`config.mk`:
```
export PLATFORM = sky130hd
export DESIGN_NAME = add_sub_acc
export DESIGN_NICKNAME = d
export VERILOG_FILES = /design/src/rtl/add_sub_acc.sv
export SDC_FILE = /design/constraint.sdc
export NUM_CORES = 1
export LEC_CHECK = 0
export ABC_AREA = 1
export CORE_MARGIN = 3
export CORE_UTILIZATION = 45
export CTS_BUF_LIST = sky130_fd_sc_hd__clkbuf_4 sky130_fd_sc_hd__clkbuf_8 sky130_fd_sc_hd__clkbuf_16
export CTS_CLUSTER_DIAMETER = 80
export DETAILED_ROUTE_END_ITERATION = 8
export PLACE_DENSITY = 0.72
export SLEW_MARGIN = 0
export SYNTH_ARGS = -nofsm -noshare
export SYNTH_HDL_FRONTEND = slang
export SYNTH_SLANG_ARGS = --single-unit
```
`constraint.sdc`:
```
create_clock -name clk_i -period 4.75 [get_ports clk_i]
set_input_delay 0.475 -clock clk_i [delete_from_list [all_inputs] [get_ports clk_i]]
set_output_delay 0.475 -clock clk_i [all_outputs]
set_load 0.01 [all_outputs]
```
`src/rtl/add_sub_acc.sv`:
```
// add_sub_acc: sums BLOCK_LEN signed results from the adder/subtractor into a
// wider signed accumulator. Each block total is handed downstream over a
// valid/ready handshake, together with a sticky per-block overflow flag.
// Optional feature macro: ADD_SUB_ACC_SAT_EN. When it is defined, an overflow
// clamps the accumulator to its most positive or most negative value.
// When it is undefined, the accumulator wraps in two's complement.
module add_sub_acc #(
  parameter int SIZE      = 8,
  parameter int ACC_W     = 16,
  parameter int BLOCK_LEN = 4,
  localparam int CW       = $clog2(BLOCK_LEN + 1)
) (
  input  logic                    clk_i,
  input  logic                    rst_ni,
  input  logic                    clear_i,
  input  logic                    valid_i,
  input  logic signed [SIZE:0]    res_i,
  output logic                    ready_o,
  output logic signed [ACC_W-1:0] acc_o,
  output logic                    acc_valid_o,
  input  logic                    ready_i,
  output logic                    ovf_o,
  output logic [CW-1:0]           count_o
);

  typedef enum logic {
    ST_ACC = 1'b0,
    ST_OUT = 1'b1
  } state_t;

`ifdef ADD_SUB_ACC_SAT_EN
  localparam logic signed [ACC_W-1:0] ACC_MAX = {1'b0, {(ACC_W-1){1'b1}}};
  localparam logic signed [ACC_W-1:0] ACC_MIN = {1'b1, {(ACC_W-1){1'b0}}};
`endif

  state_t                   state_q, state_d;
  logic signed [ACC_W-1:0]  acc_q, acc_d;
  logic [CW-1:0]            count_q, count_d;
  logic                     ovf_q, ovf_d;

  logic signed [ACC_W-1:0]  res_ext;
  logic signed [ACC_W-1:0]  sum_raw;
  logic signed [ACC_W-1:0]  sum_sel;
  logic                     ovf_now;
  logic                     xfer;
  logic                     last_beat;

  // Sign-extend the incoming result, add it, and flag signed overflow
  always_comb begin
    res_ext = ACC_W'(res_i);
    sum_raw = acc_q + res_ext;
    ovf_now = (acc_q[ACC_W-1] == res_ext[ACC_W-1]) &&
              (sum_raw[ACC_W-1] != acc_q[ACC_W-1]);
`ifdef ADD_SUB_ACC_SAT_EN
    if (ovf_now) begin
      sum_sel = acc_q[ACC_W-1] ? ACC_MIN : ACC_MAX;
    end else begin
      sum_sel = sum_raw;
    end
`else
    sum_sel = sum_raw;
`endif
  end

  // An accepted sample needs ACC state and no clear in the same cycle
  always_comb begin
    xfer      = valid_i && (state_q == ST_ACC) && !clear_i;
    last_beat = (count_q == CW'(BLOCK_LEN - 1));
  end

  // State register
  always_ff @(posedge clk_i or negedge rst_ni) begin
    if (!rst_ni) begin
      state_q <= ST_ACC;
    end else begin
      state_q <= state_d;
    end
  end

  // Next-state logic: clear wins, then the final beat or downstream accept
  always_comb begin
    state_d = state_q;
    if (clear_i) begin
      state_d = ST_ACC;
    end else begin
      case (state_q)
        ST_ACC:  if (xfer && last_beat) state_d = ST_OUT;
        ST_OUT:  if (ready_i)           state_d = ST_ACC;
        default:                        state_d = ST_ACC;
      endcase
    end
  end

  // Handshake outputs are decoded straight from the state register
  always_comb begin
    ready_o     = (state_q == ST_ACC);
    acc_valid_o = (state_q == ST_OUT);
  end

  // Datapath next values: accumulate on transfer, zero on clear or handoff
  always_comb begin
    acc_d   = acc_q;
    count_d = count_q;
    ovf_d   = ovf_q;
    if (clear_i || ((state_q == ST_OUT) && ready_i)) begin
      acc_d   = '0;
      count_d = '0;
      ovf_d   = 1'b0;
    end else if (xfer) begin
      acc_d   = sum_sel;
      count_d = count_q + CW'(1);
      ovf_d   = ovf_q | ovf_now;
    end
  end

  // Datapath registers
  always_ff @(posedge clk_i or negedge rst_ni) begin
    if (!rst_ni) begin
      acc_q   <= '0;
      count_q <= '0;
      ovf_q   <= 1'b0;
    end else begin
      acc_q   <= acc_d;
      count_q <= count_d;
      ovf_q   <= ovf_d;
    end
  end

  assign acc_o   = acc_q;
  assign ovf_o   = ovf_q;
  assign count_o = count_q;

endmodule

```
# --- Word level (Yosys, flattened, before mapping) ---
# Cells that the tools add are included.
classes:
  n_eq_ne: 3
  addsub: 2
  shifts: 0
  mul: 0
  n_mux: 10
  n_reduce_logical: 8
  order_cmp: 0
  n_bitwise: 2
  div_mod_pow: 0
ops:
  columns: ["operator", "n"]
  rows:
  - ["$mux 16", 2]
  - ["$add 16x9->16", 1]
  - ["$mux 3", 2]
  - ["$logic_and 1x1->1", 5]
  - ["$mux 1", 5]
  - ["$add 3x1->3 const B", 1]
  - ["$eq 3x2->1 const B", 1]
  - ["$pmux 1 s2", 1]
  - ["$reduce_bool 2->1", 1]
  - ["$eq 1x1->1", 1]
  - ["$logic_not 1->1", 1]
  - ["$logic_or 1x1->1", 1]
  - ["$ne 1x1->1", 1]
  - ["$not 1->1", 1]
  - ["$or 1x1->1", 1]
totals:
  word_cells: 29
  regBits: 21
  output_inout_bits: 22
  inputBits: 14
  rom_bits: 0
  ram_bits: 0
  latch_bits: 0
  memories: 0

# --- Longest topological paths before layout ---
depth:
  word_depth: 7
  mapped_depth: 11
  ltp_nobuf: 11

# --- Worst setup path before layout ---
# No wires, ideal clock.
synth_path:
  path_kind: "input port to flip-flop"
  startpoint: "in res_i[0]"
  endpoint: "reg acc_q[10], in the netlist acc_o[10]"
  t_arrival_ps: 1730
  path_buffers: 0
  slack_ps: 2903
  setup_time_ps: 117
  path_stages: 11
  path_cell_list: "ha_1 > fa_1 > nand3_1 > nand2_2 > nand2_1 > nand2_2 > and2_1 > nor2_1 > nand2_1 > nand3_1 > nand2_1"
synth_between:
  elab_chain_cells: 3
synth_lines:
  columns: ["element", "line", "text"]
  rows:
  - ["start: declaration", "17", "input logic signed [SIZE:0] res_i,"]
  - ["$add 16x9->16", "51", "sum_raw = acc_q + res_ext;"]
  - ["$mux 16", "109", "end else if (xfer) begin"]
  - ["$mux 16", "105", "if (clear_i || ((state_q == ST_OUT) && ready_i)) begin"]
  - ["end signal: assignment", "119", "acc_q <= '0;"]
  - ["end signal: assignment", "123", "acc_q <= acc_d;"]
  - ["end: declaration", "37", "logic signed [ACC_W-1:0] acc_q, acc_d;"]
# Every way passes these cells. The select of a mux whose other input is x is not followed.
# A chain may end at the register's enable or synchronous reset.

# --- Worst setup path after layout ---
layout_path:
  startpoint: "in res_i[8]"
  endpoint: "reg acc_q[14], in the netlist acc_o[14]"
# Same word-level chain as after synthesis.

==> results by group <==
Status
  • Outcome: complete, no violations

Die
  • Die extent in y: 66.9 um
  • Width of the chip: 66.9 um
  • # IOs: 36
  • Core ar.: 3440 um^2
  • Initial Util: 0.485
  • # rows: 21
  • Die area: 4470 um^2

CTS
  • CTS Buf Count: 3
  • CTS Sinks: 21
  • Clock tree from TritonCTS: yes
  • Clk slew on worst S/H paths: 80 ps
  • H-tree levels: 1
  • Clock tree root buffer cell: clkbuf_8
  • Max clock buf depth: 2
  • Cts hold-fix bufs: 0
  • Post-CTS setup buffers: 0
  • Cts repair resizes: 0
  • Clock latency at the later pin of the worst-skew pair: 260 ps

Timing
  • RSZ-0062 raised after global routing: false
  • Fin crit share: 0.462
  • Slew HR: 0.327
  • Endpoints failing setup: 0
  • Max Freq: 456 MHz
  • Final-report hold violation count: 0
  • Final max-slew violation count: 0
  • Slew @ Worst Pin: 1010 ps
  • TNS Setup: 0 ps
  • Worst Skew: 2.90 ps
  • Min cycle time layout: 2190 ps

Synth
  • Most used DFF post-synth: dfrtp_1
  • Largest cells by area after synthesis: dfrtp_1 32%, nand2_1 19%, ha_1 13%
  • Post-synth top cells: 84 x nand2_1, 23 x nor2_1, 21 x dfrtp_1, 21 x inv_1
  • Most frequent cell after synthesis: nand2_1
  • Mapped cell area: 1670 um^2
  • Number of synthesized flops with an enable pin: 0
  • Post-synthesis sequential area ratio: 0.315
  • Share of flip-flops with an asynchronous set or reset: 1.00
  • Syn avg cell area: 6.89 um^2
  • Synth unique cells: 25
  • Gate Count Post-Synth: 242
  • Post-synth net total: 274
  • Yosys top cell area share: 0.315
  • Synth warn: 0
  • Dominant cell type by area after synthesis: dfrtp_1
  • Post-synthesis register bit count: 21

Routing
  • Met3 routed WL: 149 um
  • Metal2 WL: 1790 um
  • Routed WL: 3940 um
  • Vias: 1,601
  • DRT Pass-1 Iters: 5
  • Detail Route Antenna Nets: 0
  • WL met1: 1980 um
  • 1st-iter DRT viols: 96
  • DRC: 0
  • Top layer in use: met4
  • Routed wire length per instance: 12.1 um
  • Via/cell ratio: 4.93

Job
  • Max-Cap Viols: 0

Setup path
  • R2R Path End: acc_o[10]
  • Startpoint Class: primary input
  • Reg2reg path depth: 11
  • CP max FO: 9
  • Worst EP arrival: 2350 ps
  • Worst setup EP type: flip-flop
  • Flop-to-flop setup slack: 2810 ps
  • WS Path Type: in2reg
  • Worst Path Required: 4910 ps
  • R2R Path Start: acc_o[0]
  • Crit path launch: res_i[8]

Global routing
  • Vias in the first global route: 1,546
  • Initial antenna violation count: 0
  • Tot GR Track Use: 0.199
  • Largest net degree at the start of global routing: 22
  • First-pass GRT wire length: 6860 um
  • GRT overflow: 0

Pwr
  • Total power: 588 uW
  • Static Leak: 0.00107 uW
  • Pwr dens: 279 nW/um^2
  • Maximum vdd ir drop: 0.153 mV

Placed design
  • DPL Wire Length: 2990 um
  • IO buf count: 35
  • Gpl congestion: 0.903
  • Dpl cells: 321

Finish
  • Syn-to-layout area delta: 26.6%
  • Post-route insts no fill: 325
  • Layout cells sized above 1: 0.0824
  • # nets final: 312
  • Antenna diodes: 0

Hold path
  • Worst hold endpoint: acc_o[4]
  • Hold Path Cell Cnt: 2
  • Hold_sp: acc_o[4]
  • Min-delay worst type: reg2reg
==> power by group <==
part / internal [uW] / total [uW] / leakage, uW / switching, uW
Combinational: 109 / 250 / 0.000762 / 141
Clock: 58.6 / 122 / 0.0000255 / 63.8
Sequential: 198 / 216 / 0.000279 / 17.6
==> state kept, by name, summed over array words and instances (netlist names) <==
signal and flops:
ovf_o 1, acc_valid_o 1, count_o 3, acc_o 16
==> layout make-up <==
cell class / count / area (um^2)
tap: 46 / 57.6
multi-input combinational: 193 / 1030
timing repair buffer: 35 / 350
inverter: 26 / 97.6
clock buffer: 3 / 41.3
sequential: 21 / 526
fill: 313 / 1330
clock inverter: 1 / 5.00
==> stage by stage <==
| step | cell area [um^2] | utilization | hold slack (ps) | setup WS [ps] |
|---|---|---|---|---|
| floorplan | 1670 | - | 179 | 2900 |
| global placement | 2070 | 0.600 | 496 | 2320 |
| detailed placement | 2070 | 0.600 | 506 | 2270 |
| CTS | 2110 | 0.614 | 527 | 2570 |
| global route | 2110 | 0.614 | 552 | 2380 |
| finish | 2110 | 0.614 | 520 | 2560 |
==> cell usage in the layout (no fill, tap or decap), drive strengths merged <==
master         count
o21ai             12
nor3               2
a21o               1
o21bai             1
a21oi             20
fa                 1
xnor2              1
nor2              26
clkinv             1
dfrtp             21
o31ai              1
and2               1
ha                17
clkbuf             3
nand3             17
nand3b             1
inv               26
o21a               1
nand2             90
clkdlybuf4s50     35
a211oi             1
==> logic make-up (layout without fill, tap and decap cells) <==
logic type	after synthesis	in the layout	synth area share
AOI/OAI and AO/OA	37	37	0.130
xor gates and xnor gates	1	1	0.00525
adders and majority gates	18	18	0.140
buffers and inverters	28	65	0.0645
DFF	21	21	0.315
and+or+nand+nor	137	137	0.346
==> metal layers <==
metal | global-route usage | vias to the layer above
met3 | 0.0438 | 2
met5 | 0 | -
met1 | 0.274 | 709
met2 | 0.322 | 30
met4 | 0.0304 | 0
li1 | - | 860
==> worst max path at each step <==
stage | end | slack, ps | depth (start not counted)
CTS | ovf_o | 2570 | 11
detailed placement | ovf_o | 2270 | 11
finish | acc_o[14] | 2560 | 9
global route | acc_o[15] | 2380 | 11
floorplan | acc_o[10] | 2900 | 11
global placement | ovf_o | 2320 | 11
==> worst max-delay path: stages <==
cell	delay, ps
clkdlybuf4s50_1	610
ha_1	520
nand2_1	130
o21ai_1	260
a21oi_1	130
nand2_1	70
nand2_1	40
nand3_1	60
nand2_1	50
Power figures use the tool's default switching activity.
